## config.mk

```make
export PLATFORM = sky130hd
export DESIGN_NAME = seq_adder
export DESIGN_NICKNAME = d
export VERILOG_FILES = /design/src/rtl/seq_adder_pkg.sv /design/src/rtl/seq_adder_fa_cell.sv /design/src/rtl/seq_adder.sv
export SDC_FILE = /design/constraint.sdc
export NUM_CORES = 1
export LEC_CHECK = 0
export ABC_AREA = 1
export BUFFER_PORTS_ARGS = -buffer_cell sky130_fd_sc_hd__buf_4
export CAP_MARGIN = 10
export CORE_UTILIZATION = 54
export DETAILED_ROUTE_END_ITERATION = 16
export GPL_TIMING_DRIVEN = 0
export MAX_ROUTING_LAYER = met4
export PLACE_DENSITY = 0.78
export SYNTH_ARGS = -nofsm -noshare
export SYNTH_HDL_FRONTEND = slang
export SYNTH_SLANG_ARGS = --single-unit
```

## constraint.sdc

```tcl
create_clock -name clk -period 1.5 [get_ports clk]
set_input_delay 0.375 -clock clk [delete_from_list [all_inputs] [get_ports clk]]
set_output_delay 0.375 -clock clk [all_outputs]
set_load 0.01 [all_outputs]
```

## src/rtl/seq_adder_pkg.sv

```systemverilog
// Shared definitions for the digit-serial adder/subtractor: FSM encoding and
// elaboration-time sizing helpers.
package seq_adder_pkg;

  localparam logic [1:0] StIdle = 2'd0;
  localparam logic [1:0] StRun  = 2'd1;
  localparam logic [1:0] StDone = 2'd2;

  function automatic int unsigned calc_ndig(int unsigned width, int unsigned digit);
    return (digit == 0) ? 0 : width / digit;
  endfunction

  // Counter must be at least one bit wide even when a single digit covers WIDTH.
  function automatic int unsigned calc_cnt_w(int unsigned ndig);
    return (ndig <= 2) ? 1 : $clog2(ndig);
  endfunction

endpackage

```

## src/rtl/seq_adder_fa_cell.sv

```systemverilog
// One-bit full adder built from two half adders; DIGIT of these form the
// ripple chain that processes one digit per clock.
module fa_cell (
  input  logic a,
  input  logic b,
  input  logic cin,
  output logic s,
  output logic cout
);

  logic p;
  logic g_ab;
  logic g_pc;

  assign p    = a ^ b;
  assign g_ab = a & b;
  assign s    = p ^ cin;
  assign g_pc = p & cin;
  assign cout = g_ab | g_pc;

endmodule

```

## src/rtl/seq_adder.sv

```systemverilog
// Multi-cycle adder/subtractor: consumes DIGIT bits of each operand per clock
// through a full-adder chain, with the inter-digit carry held in a flip-flop.
module seq_adder
  import seq_adder_pkg::*;
#(
  parameter int unsigned WIDTH = 8,
  parameter int unsigned DIGIT = 1
) (
  input  logic             clk,
  input  logic             rst,
  input  logic             start,
  input  logic             sub,
  input  logic [WIDTH-1:0] a,
  input  logic [WIDTH-1:0] b,
  output logic             busy,
  output logic             done,
  output logic [WIDTH-1:0] sum,
  output logic             cout,
  output logic             ovf
);

  localparam int unsigned NDIG = calc_ndig(WIDTH, DIGIT);
  localparam int unsigned CW   = calc_cnt_w(NDIG);

  if (WIDTH < 2 || DIGIT == 0 || DIGIT > WIDTH || (WIDTH % DIGIT) != 0) begin : g_bad_param
    $error("seq_adder: WIDTH must be >= 2 and a multiple of DIGIT");
  end

  logic [1:0]       state_q, state_d;
  logic [CW-1:0]    cnt_q, cnt_d;
  logic [WIDTH-1:0] opa_q, opa_d;
  logic [WIDTH-1:0] opb_q, opb_d;
  logic [WIDTH-1:0] res_q, res_d;
  logic [WIDTH-1:0] sum_q, sum_d;
  logic             carry_q, carry_d;
  logic             cout_q, cout_d;
  logic             ovf_q, ovf_d;

  logic [DIGIT:0]   chain;
  logic [DIGIT-1:0] dsum;
  logic [WIDTH-1:0] res_shift;
  logic             last_dig;

  assign chain[0] = carry_q;

  for (genvar i = 0; i < DIGIT; i++) begin : g_chain
    fa_cell u_fa (
      .a    (opa_q[i]),
      .b    (opb_q[i]),
      .cin  (chain[i]),
      .s    (dsum[i]),
      .cout (chain[i+1])
    );
  end

  // New digit enters at the top so the LSB digit ends up at bit 0 after NDIG shifts.
  assign res_shift = (res_q >> DIGIT) | (WIDTH'(dsum) << (WIDTH - DIGIT));
  assign last_dig  = (cnt_q == CW'(NDIG - 1));

  always_comb begin
    state_d = state_q;
    cnt_d   = cnt_q;
    opa_d   = opa_q;
    opb_d   = opb_q;
    res_d   = res_q;
    sum_d   = sum_q;
    carry_d = carry_q;
    cout_d  = cout_q;
    ovf_d   = ovf_q;

    case (state_q)
      StIdle, StDone: begin
        if (start) begin
          // Subtraction is A + ~B + 1, the +1 riding in on the initial carry.
          opa_d   = a;
          opb_d   = b ^ {WIDTH{sub}};
          carry_d = sub;
          cnt_d   = '0;
          state_d = StRun;
        end else begin
          state_d = StIdle;
        end
      end
      StRun: begin
        opa_d   = opa_q >> DIGIT;
        opb_d   = opb_q >> DIGIT;
        res_d   = res_shift;
        carry_d = chain[DIGIT];
        cnt_d   = cnt_q + CW'(1);
        if (last_dig) begin
          sum_d   = res_shift;
          cout_d  = chain[DIGIT];
          ovf_d   = chain[DIGIT] ^ chain[DIGIT-1];
          state_d = StDone;
        end
      end
      default: state_d = StIdle;
    endcase
  end

  always_ff @(posedge clk) begin
    if (rst) begin
      state_q <= StIdle;
      cnt_q   <= '0;
      opa_q   <= '0;
      opb_q   <= '0;
      res_q   <= '0;
      sum_q   <= '0;
      carry_q <= 1'b0;
      cout_q  <= 1'b0;
      ovf_q   <= 1'b0;
    end else begin
      state_q <= state_d;
      cnt_q   <= cnt_d;
      opa_q   <= opa_d;
      opb_q   <= opb_d;
      res_q   <= res_d;
      sum_q   <= sum_d;
      carry_q <= carry_d;
      cout_q  <= cout_d;
      ovf_q   <= ovf_d;
    end
  end

  assign busy = (state_q == StRun);
  assign done = (state_q == StDone);
  assign sum  = sum_q;
  assign cout = cout_q;
  assign ovf  = ovf_q;

endmodule

```

==> results.json <==
{
  "layoutNonFillerInstCount": 332,
  "cts-root-buf": "clkbuf_4",
  "cts_sinks": 39,
  "skew_ns": 0.006603,
  "hold_slack_ns": 0.2867,
  "syn_inst": 248,
  "cap_violations": 0,
  "die_h_um": 59.18,
  "grt-busiest-layer": "met2",
  "cp_max_fo": 2,
  "dp.cells": 321,
  "cts_max_level": 2,
  "grtUsageMet2_pct": 34.67,
  "nets": 310,
  "ys_async_sr_fraction_pct": 0,
  "worstPathRequired_ns": 1.12,
  "crit_chain": "inv_1, nor2_1, buf_4",
  "seqCellArea_sq_um": 788.3,
  "synth_area_sq_mm": 0.001765,
  "min_period_over_period_pct": 95.76,
  "drtIter0Drc": 102,
  "synth_nets": 271,
  "synth.area.top_cells": "dfxtp_1, nand2_1, inv_1",
  "start_util_pct": 57.36,
  "critPathTopFamily": "flip-flops",
  "ir_drop_uv": 729.8,
  "cp-end-kind": "primary output",
  "max_stage_delay_ns": 0.39,
  "swShare_pct": 26.44,
  "synth_top_family_by_area": "simple AND/OR/NAND/NOR gates",
  "crit_buf_inv": 2,
  "drc": 0,
  "path_clk_slew_ns": 0.11,
  "synth_xor_area_share_pct": 0.9922,
  "synth_warnings": 0,
  "drive_gt1_share_pct": 20.14,
  "synth-main-ff-cell": "dfxtp_1",
  "post-synth-top-area-cell": "dfxtp_1",
  "drt-total-wl_mm": 3.350,
  "ant_nets": 0,
  "hold_viol_final": 0,
  "synthMuxAreaShare_pct": 0,
  "numPortBuffers": 29,
  "dieWidth_um": 59.18,
  "seq_area_frac_synth_pct": 44.22,
  "synthAdderAreaFrac_pct": 2.551,
  "finalSetupViolations": 0,
  "grt_max_degree": 12,
  "cts_buffers": 5,
  "synth_common_cells": "nand2_1, dfxtp_1, inv_1, nor2_1, nand3_1",
  "rows": 20,
  "final_max_slew_viol_count": 0,
  "synthSimpleGateAreaFrac_pct": 31.61,
  "use_met3_pct": 4.585,
  "synth_top_area_share_pct": 44.22,
  "globalRouteMet1Util_pct": 27.91,
  "ys_seq_elements": 39,
  "multiInputGateArea_sq_um": 790.8,
  "synth_edf_count": 0,
  "seqPwrFrac_pct": 55.0,
  "area_delta_synth_final_pct": 21.33,
  "cp.arrival_ns": 1.06,
  "p_per_area_mw_per_mm2": 954.7,
  "grt_pass1_vias": 1372,
  "clkPwrFrac_pct": 29.8,
  "hold_path.class": "input port to flip-flop",
  "vias_per_cell": 4.759,
  "placed_cell_area_sq_mm": 0.002038,
  "p_switching_uw": 540.8,
  "synth_compound_area_share_pct": 9.639,
  "synth.distinct_cells": 21,
  "holdBufCountCts": 0,
  "period_minus_slack_ns": 1.436,
  "nFillCells": 274,
  "cts_tree": "built",
  "outcome": "finished clean",
  "relSlewSlack_pct": 71.72,
  "clk_latency_ns": 0.35,
  "yosysMostFrequentCell": "nand2_1",
  "p_int_mw": 1.504,
  "antenna_found_initial": 0,
  "slowest_stage": "dfxtp_4",
  "fmax_mhz": 696.2,
  "cts_buffer_depth": 2,
  "antenna_cells": 0,
  "routabilityCongestion": 0.7510,
  "dpl.hpwl_mm": 2.363,
  "leakagePower_nw": 1.094,
  "grtUsageTotal_pct": 22.51,
  "io_pins": 32,
  "avgSynthCellArea_sq_um": 7.119,
  "wl_per_cell_um": 10.09,
  "via_count": 1580,
  "grt_overflow": 0,
  "startpoint_type": "flip-flop",
  "pwr-share-comb_pct": 15.2,
  "worstSetupPathType": "flip-flop to primary output",
  "fin_area_sq_mm": 0.002142,
  "core_sq_mm": 0.003078,
  "worst_slew_pin_slew_ns": 0.4242,
  "firstDrtPassIters": 5,
  "power_mw": 2.045,
  "grt_pass1_wl_mm": 5.706,
  "design.die.area_sq_mm": 0.003502
}
power by group through the flow:
stage               sequential (mW)  combinational, mW  clock, mW
floorplan                      1.14              0.214          0
global placement               1.15              0.291          0
detailed placement             1.15              0.296          0
CTS                            1.13              0.311      0.617
global route                   1.13              0.356      0.666
finish                         1.12              0.311      0.610
layer usage:
metal | part of all wire (%) | vias to the layer above | wire length (um)
li1 | - | 844 | -
met1 | 47 | 696 | 1569
met2 | 47 | 34 | 1581
met3 | 3.9 | 6 | 132
met4 | 2.0 | 0 | 68
met5 | 0 | - | 0
metrics by stage:
stage                TNS (ns)  worst slack, ns  util, %
floorplan                   0           0.2928        -
global placement            0           0.1332    66.22
detailed placement          0           0.1206    66.22
CTS                  -0.02452         -0.02452    69.39
global route        -0.002344        -0.002344    69.59
finish                      0          0.06360    69.59
cells by family after synthesis:
logic type / Yosys count
and+or+nand+nor: 128
buffers and inverters: 43
DFF: 39
AOI/OAI and AO/OA: 33
adders and majority gates: 3
xor gates and xnor gates: 2
state kept, by name (all words and copies together), names as in the netlist:
name     cells
state_q      2
ovf          1
opa_q        8
cout         1
cnt_q        3
carry_q      1
sum          8
opb_q        8
res_q        7
worst paths after layout:
| path | startpoint | endpoint | slack [ns] | cells past startpoint |
|---|---|---|---|---|
| worst max register to register | cnt_q[0]$_SDFFE_PP0P_ | ovf$_SDFFE_PP0P_ | 0.15 | 7 |
| worst max-delay path | state_q[1]$_SDFFE_PP0P_ | done | 0.06 | 3 |
| worst min-delay path | a[7] | opa_q[7]$_SDFFE_PP0P_ | 0.29 | 3 |
| worst min register to register | opa_q[5]$_SDFFE_PP0P_ | opa_q[5]$_SDFFE_PP0P_ | 0.47 | 2 |
what timing repair did:
item / CTS / global route
pin swaps: 1 / 0
resized for setup: 6 / 1
setup buffers: 2 / 2
setup endpoints to repair: 2 / 2
cells in the final DEF (no fill, tap or decap), types with 3 or more instances in the layout:
| cell type | count |
|---|---|
| clkbuf_1 | 4 |
| nand3_1 | 21 |
| buf_4 | 34 |
| nor2_1 | 23 |
| dfxtp_1 | 37 |
| inv_1 | 30 |
| buf_6 | 3 |
| clkbuf_4 | 5 |
| o21ai_0 | 15 |
| a21oi_1 | 16 |
| nand2_1 | 77 |
| nand2_4 | 3 |
cell type report:
type | count | area share, %
plain buffers | 9 | 2.745
clock buffers | 8 | 3.213
inverters | 33 | 6.016
multi-input cells | 166 | 36.92
flip-flops and latches | 39 | 36.80
well taps | 44 | 2.570
repair buffers | 33 | 11.74
worst register-to-register path: cells and delay by family, from the launching register on:
| family | cells | cell delay (ns) |
|---|---|---|
| and+or+nand+nor | 3 | 0.41 |
| buffers and inverters | 2 | 0.20 |
| adders and majority gates | 2 | 0.30 |
| DFF | 1 | 0.37 |
No activity file was read; power rests on OpenSTA's default activity.
